==> src/rtl/fetch_sequencer_if.sv <==
`default_nettype none
// ============================================================================
// Module   : fetch_sequencer_if
// Purpose  : Decode/CP0 <-> fetch-sequencer signal bundle.
// Revision : 1.0  initial release
// ============================================================================
interface fetch_sequencer_if #(
    parameter int CNT_W = 8
);
    logic             stall;
    logic             jump_valid;
    logic [31:0]      pc_target;
    logic             eret;
    logic [31:0]      epc;
    logic             exc_req;
    logic [31:0]      F_PC;
    logic             D_BD;
    logic             FD_flush;
    logic             F_AdEL;
    logic [CNT_W-1:0] stall_cnt;
    logic [CNT_W-1:0] redir_cnt;

    // Upstream side: decode next-PC calculator, hazard unit and CP0.
    modport master (
        output stall, jump_valid, pc_target, eret, epc, exc_req,
        input  F_PC, D_BD, FD_flush, F_AdEL, stall_cnt, redir_cnt
    );

    // Fetch sequencer side.
    modport slave (
        input  stall, jump_valid, pc_target, eret, epc, exc_req,
        output F_PC, D_BD, FD_flush, F_AdEL, stall_cnt, redir_cnt
    );
endinterface
`default_nettype wire

==> src/rtl/fetch_sequencer.sv <==
`default_nettype none
// ============================================================================
// Module   : fetch_sequencer
// Purpose  : Fetch PC register, next-PC source select, F/D flush, delay-slot
//            bit and stall/redirect counters. Optional macro PC_ALIGN_CHECK_EN
//            enables the fetch address-error check on F_AdEL.
// Revision : 1.0  initial release
// ============================================================================
module fetch_sequencer #(
    parameter logic [31:0] RESET_PC   = 32'h0000_3000,
    parameter logic [31:0] HANDLER_PC = 32'h0000_4180,
    parameter int          CNT_W      = 8
) (
    input  wire logic         clk,
    input  wire logic         reset,
    fetch_sequencer_if.slave  bus
);

    localparam logic [1:0] c_RUN   = 2'd0;
    localparam logic [1:0] c_HOLD  = 2'd1;
    localparam logic [1:0] c_REDIR = 2'd2;

    logic [1:0]       state_q, state_d;
    logic [31:0]      pc_q, pc_d;
    logic             bd_q, bd_d;
    logic [CNT_W-1:0] stall_cnt_q, stall_cnt_d;
    logic [CNT_W-1:0] redir_cnt_q, redir_cnt_d;

    logic             w_take_exc;
    logic             w_take_eret;
    logic             w_take_jump;
    logic             w_redirect;
    logic             w_flush;

    // State register
    always_ff @(posedge clk) begin
        if (reset) begin
            state_q <= c_RUN;
        end else begin
            state_q <= state_d;
        end
    end

    // Next-state logic
    always_comb begin
        state_d = state_q;
        case (state_q)
            c_RUN: begin
                if (w_redirect)
                    state_d = c_REDIR;
                else if (bus.stall)
                    state_d = c_HOLD;
            end
            c_HOLD: begin
                if (w_redirect)
                    state_d = c_REDIR;
                else if (!bus.stall)
                    state_d = c_RUN;
            end
            c_REDIR: state_d = c_RUN;
            default: state_d = c_RUN;
        endcase
    end

    // Output decode; D holds a flushed bubble during REDIR, so its ERET/jump are void.
    always_comb begin
        w_take_exc  = bus.exc_req;
        w_take_eret = bus.eret && !bus.stall && (state_q != c_REDIR);
        w_take_jump = bus.jump_valid && !bus.stall && (state_q != c_REDIR);
        w_redirect  = w_take_exc || w_take_eret;
        w_flush     = !reset && w_redirect;
    end

    always_comb begin
        pc_d        = pc_q;
        bd_d        = bd_q;
        stall_cnt_d = stall_cnt_q;
        redir_cnt_d = redir_cnt_q;

        if (w_take_exc) begin
            pc_d = HANDLER_PC;
            bd_d = 1'b0;
        end else if (w_take_eret) begin
            pc_d = bus.epc;
            bd_d = 1'b0;
        end else if (bus.stall) begin
            pc_d = pc_q;
            bd_d = bd_q;
        end else if (w_take_jump) begin
            pc_d = bus.pc_target;
            bd_d = 1'b1;
        end else begin
            pc_d = pc_q + 32'd4;
            bd_d = 1'b0;
        end

        if (bus.stall && !w_take_exc) begin
            if (!(&stall_cnt_q))
                stall_cnt_d = stall_cnt_q + 1'b1;
        end else begin
            stall_cnt_d = '0;
        end

        if (w_redirect && !(&redir_cnt_q))
            redir_cnt_d = redir_cnt_q + 1'b1;
    end

    always_ff @(posedge clk) begin
        if (reset) begin
            pc_q        <= RESET_PC;
            bd_q        <= 1'b0;
            stall_cnt_q <= '0;
            redir_cnt_q <= '0;
        end else begin
            pc_q        <= pc_d;
            bd_q        <= bd_d;
            stall_cnt_q <= stall_cnt_d;
            redir_cnt_q <= redir_cnt_d;
        end
    end

    assign bus.F_PC      = pc_q;
    assign bus.D_BD      = bd_q;
    assign bus.FD_flush  = w_flush;
    assign bus.stall_cnt = stall_cnt_q;
    assign bus.redir_cnt = redir_cnt_q;

`ifdef PC_ALIGN_CHECK_EN
    // Legal fetch window is the word-aligned range 0x3000..0x6FFC.
    assign bus.F_AdEL = (pc_q[1:0] != 2'b00) ||
                        (pc_q < 32'h0000_3000) ||
                        (pc_q > 32'h0000_6FFC);
`else
    assign bus.F_AdEL = 1'b0;
`endif

endmodule
`default_nettype wire

==> src/flat_wrapper.sv <==
// flat-port wrapper written by rule: the top's interface ports become plain ports
module fetch_sequencer_flat 
#(
    parameter logic [31:0] RESET_PC   = 32'h0000_3000,
    parameter logic [31:0] HANDLER_PC = 32'h0000_4180,
    parameter int          CNT_W      = 8
)
  (clk, reset, bus_stall, bus_jump_valid, bus_pc_target, bus_eret, bus_epc, bus_exc_req, bus_F_PC, bus_D_BD, bus_FD_flush, bus_F_AdEL, bus_stall_cnt, bus_redir_cnt);
  fetch_sequencer_if #(.CNT_W(CNT_W)) bus_i ();
  input  wire logic clk;
  input  wire logic reset;
  input wire logic [$bits(bus_i.stall)-1:0] bus_stall;
  input wire logic [$bits(bus_i.jump_valid)-1:0] bus_jump_valid;
  input wire logic [$bits(bus_i.pc_target)-1:0] bus_pc_target;
  input wire logic [$bits(bus_i.eret)-1:0] bus_eret;
  input wire logic [$bits(bus_i.epc)-1:0] bus_epc;
  input wire logic [$bits(bus_i.exc_req)-1:0] bus_exc_req;
  output wire logic [$bits(bus_i.F_PC)-1:0] bus_F_PC;
  output wire logic [$bits(bus_i.D_BD)-1:0] bus_D_BD;
  output wire logic [$bits(bus_i.FD_flush)-1:0] bus_FD_flush;
  output wire logic [$bits(bus_i.F_AdEL)-1:0] bus_F_AdEL;
  output wire logic [$bits(bus_i.stall_cnt)-1:0] bus_stall_cnt;
  output wire logic [$bits(bus_i.redir_cnt)-1:0] bus_redir_cnt;
  assign bus_i.stall = bus_stall;
  assign bus_i.jump_valid = bus_jump_valid;
  assign bus_i.pc_target = bus_pc_target;
  assign bus_i.eret = bus_eret;
  assign bus_i.epc = bus_epc;
  assign bus_i.exc_req = bus_exc_req;
  assign bus_F_PC = bus_i.F_PC;
  assign bus_D_BD = bus_i.D_BD;
  assign bus_FD_flush = bus_i.FD_flush;
  assign bus_F_AdEL = bus_i.F_AdEL;
  assign bus_stall_cnt = bus_i.stall_cnt;
  assign bus_redir_cnt = bus_i.redir_cnt;
  fetch_sequencer #(.RESET_PC(RESET_PC), .HANDLER_PC(HANDLER_PC), .CNT_W(CNT_W)) u_core (.clk(clk), .reset(reset), .bus(bus_i));
endmodule
==> config.mk <==
export PLATFORM = sky130hd
export DESIGN_NAME = fetch_sequencer_flat
export DESIGN_NICKNAME = d
export VERILOG_FILES = /design/src/rtl/fetch_sequencer_if.sv /design/src/rtl/fetch_sequencer.sv /design/src/flat_wrapper.sv
export SDC_FILE = /design/constraint.sdc
export NUM_CORES = 1
export LEC_CHECK = 0
export ABC_CLOCK_PERIOD_IN_PS = 2600
export BUFFER_PORTS_ARGS = -buffer_cell sky130_fd_sc_hd__buf_2
export CORE_AREA = 2 2 81 83
export CTS_BUF_LIST = sky130_fd_sc_hd__clkbuf_4 sky130_fd_sc_hd__clkbuf_8
export CTS_CLUSTER_DIAMETER = 120
export DETAILED_ROUTE_END_ITERATION = 8
export DIE_AREA = 0 0 83 85
export GPL_ROUTABILITY_DRIVEN = 1
export GPL_TIMING_DRIVEN = 0
export PLACE_DENSITY = 0.85
export SYNTH_ARGS = -nofsm -noshare
export SYNTH_HDL_FRONTEND = slang
export SYNTH_SLANG_ARGS = --single-unit
==> constraint.sdc <==
create_clock -name clk -period 2.6 [get_ports clk]
set_input_delay 0.52 -clock clk [delete_from_list [all_inputs] [get_ports clk]]
set_output_delay 0.52 -clock clk [all_outputs]
set_load 0.05 [all_outputs]
==> impl_metrics.json <==
{
  "crit_family": "compound AO/OA/AOI/OAI gates",
  "setup_violations": 0,
  "required_ns": 2.08,
  "synth_seq_cells": 51,
  "dp_hpwl_mm": 7.928,
  "power.density_nw_per_um2": 445.5,
  "crit_chain": "nand2b_1 -> clkbuf_1 -> a31oi_1 -> nor2_1 -> buf_2",
  "ctsResizeCount": 0,
  "grt_max_degree": 18,
  "clk_latency_ns": 0.31,
  "gp_congestion": 0.9476,
  "core_sq_um": 6205,
  "regToRegSetupSlack_ns": 0.25,
  "area_delta_synth_final_pct": 23.67,
  "synth_top_cell_area_share_pct": 31.00,
  "rr_worst_depth": 7,
  "grt_pass1_wl_mm": 17.42,
  "synth.area.top_cells": "dfxtp_1 31%, nor2_1 5.2%, a21oi_1 4.3%, xnor2_1 4.3%, nand2_1 4.2%",
  "rsz0062_at_grt": "false",
  "synth_cells": 431,
  "antenna_found_initial": 0,
  "first_iter_violations": 426,
  "synth_top_cells_by_count": "51 x dfxtp_1, 46 x nor2_1, 37 x nand2_1, 28 x a21oi_1, 25 x nand3_1",
  "dieArea_sq_um": 7055,
  "ys.warnings.count": 0,
  "max_clock_freq_mhz": 405.4,
  "cts_sinks": 51,
  "vias_per_cell": 6.215,
  "worst_setup_path_end_kind": "output pin",
  "r2r_end": "u_core.bus.F_PC[18]",
  "fill_cells": 551,
  "cts_setup_buffers": 0,
  "min_path_cells": 1,
  "syn_avg_cell_area_sq_um": 7.641,
  "rows": 29,
  "die_y_um": 85,
  "worstHoldPathType": "reg -> reg",
  "regArea_sq_um": 1021,
  "ys_seq_area_share_pct": 31.00,
  "fin_hold_ws_ns": 0.4696,
  "synth_ff_type": "dfxtp_1",
  "finClkSkew_ns": 0.01228,
  "wl_per_cell_um": 17.13,
  "ctsHoldBuffers": 0,
  "dr.pass1.iters": 6,
  "worstSetupPathType": "reg -> out",
  "final_nets": 629,
  "cts_htree_levels": 2,
  "irDropWorstVdd_mv": 0.4008,
  "track_usage_pct": 30.02,
  "synth_cell_types": 63,
  "slowest_stage": "a31oi_1",
  "period_share_pct": 94.88,
  "rr_startpoint": "u_core.bus.F_PC[2]",
  "synth_nets": 504,
  "start_util_pct": 53.08,
  "cts_tree": "yes",
  "cts_root_buf": "clkbuf_8",
  "ctsLongestPathBuffers": 2,
  "critPathLaunchType": "flop",
  "clk_pin_slew_worst_paths_ns": 0.10,
  "cts_buffers": 5,
  "min_to": "u_core.state_q[0]",
  "yosysMostFrequentCell": "dfxtp_1",
  "die_w_um": 83,
  "tns_ns": 0,
  "ant_nets": 0,
  "syn-cell-area_sq_um": 3293,
  "place.port_buffers": 118,
  "cp_data_arrival_time_ns": 1.95,
  "maxCapViolations": 0,
  "synth-edff-count": 0,
  "status": "completed",
  "yosys.area.top_type": "dfxtp_1",
  "hp-start": "u_core.state_q[1]",
  "maxSlewViolCount": 0,
  "relSlewSlack_pct": 39.25,
  "gr-total-overflow": 0,
  "grt_pass1_vias": 3640,
  "antenna_cells": 0,
  "final_hold_viol_count": 0,
  "drt_wl_total_mm": 10.86,
  "multiInputGateArea_sq_um": 2088,
  "num_vias": 3940,
  "critPathMaxStageDelay_ns": 0.72,
  "io_pins": 121,
  "power.leakage_nw": 1.738,
  "critPathMaxFanout": 10,
  "synthArstFlopShare_pct": 0,
  "drc": 0,
  "post-route-min-period_ns": 2.467,
  "max_slew.worst_pin.slew_ns": 0.9070,
  "drive_gt1_share_pct": 27.29,
  "cp.buffers_inverters": 2
}
[metrics by stage]
step / setup slack, ns / total power, mW / instances / utilization, % / instance area [sq um]
after floorplan: 0.3922 / 1.176 / 431 / - / 3293
after global placement: 0.2191 / 1.321 / 626 / 64.15 / 3980
after detailed placement: 0.1779 / 1.333 / 626 / 64.15 / 3980
after CTS: 0.1574 / 1.807 / 634 / 65.64 / 4073
after global routing: 0.03227 / 1.882 / 634 / 65.64 / 4073
final: 0.1331 / 1.814 / 634 / 65.64 / 4073
[where the power goes]
group	total (mW)	switching, mW	internal [mW]
registers	0.859	0.0468	0.813
clock network	0.488	0.295	0.193
logic	0.467	0.309	0.157
[per-layer routing]
metal | part of all wire, % | GRT usage, % | vias to the layer above
li1 | - | - | 1858
met1 | 40 | 38.17 | 1784
met2 | 46 | 49.12 | 265
met3 | 11 | 6.323 | 33
met4 | 3.0 | 13.71 | 0
met5 | 0 | 0 | -
[worst max path at each step]
stage                            startpoint      endpoint  slack, ns  cells after the start
final                     u_core.state_q[1]  bus_FD_flush       0.13                      5
after global routing      u_core.state_q[1]  bus_FD_flush       0.03                      5
after CTS                 u_core.state_q[1]  bus_FD_flush       0.16                      5
after detailed placement        bus_exc_req  bus_FD_flush       0.18                      5
after global placement          bus_exc_req  bus_FD_flush       0.22                      5
after floorplan                   bus_stall  bus_FD_flush       0.39                      4
[state kept, by name (all words and copies together), names as in the netlist, named ones only]
name and cells:
u_core.bus.stall_cnt 8, u_core.bus.D_BD 1, u_core.bus.F_PC 30, u_core.state_q 2, u_core.bus.redir_cnt 8
[layout make-up]
cell class,instances,share of cell area [%]
Tap cell,77,2.366
Sequential cell,51,25.07
Inverter,9,0.8295
Buffer,29,3.687
Clock buffer,5,1.690
Multi-Input combinational cell,342,51.27
Clock inverter,3,0.5837
Timing Repair Buffer,118,14.50
[cells in the final DEF, fill, tap and decap left out, drive strengths merged, types with 6 or more instances in the layout]
| master | Yosys | routed |
|---|---|---|
| nand3 | 25 | 25 |
| and3 | 10 | 10 |
| nor2 | 46 | 46 |
| inv | 9 | 10 |
| xor2 | 6 | 6 |
| o21ai | 23 | 23 |
| o22ai | 8 | 8 |
| buf | 13 | 131 |
| and4 | 6 | 6 |
| a211oi | 7 | 7 |
| nand4 | 17 | 17 |
| clkbuf | 16 | 21 |
| dfxtp | 51 | 51 |
| nor3 | 19 | 19 |
| xnor2 | 16 | 16 |
| nor4 | 6 | 6 |
| a31oi | 8 | 8 |
| a21oi | 28 | 28 |
| a211o | 6 | 6 |
| nand2 | 37 | 37 |
| a221oi | 6 | 6 |
[logic make-up after synthesis]
| family | count (synthesis) | share of synthesized area [%] |
|---|---|---|
| multiplexers | 4 | 1.254 |
| AO/OA/AOI/OAI | 125 | 25.84 |
| flip-flops | 51 | 31.00 |
| other | 1 | 0.1139 |
| AND/OR/NAND/NOR | 187 | 29.22 |
| adder cells (fa/ha/maj) | 3 | 1.140 |
| XOR/XNOR | 22 | 5.851 |
| buffers and inverters | 38 | 5.585 |
Power figures use the tool's default switching activity.
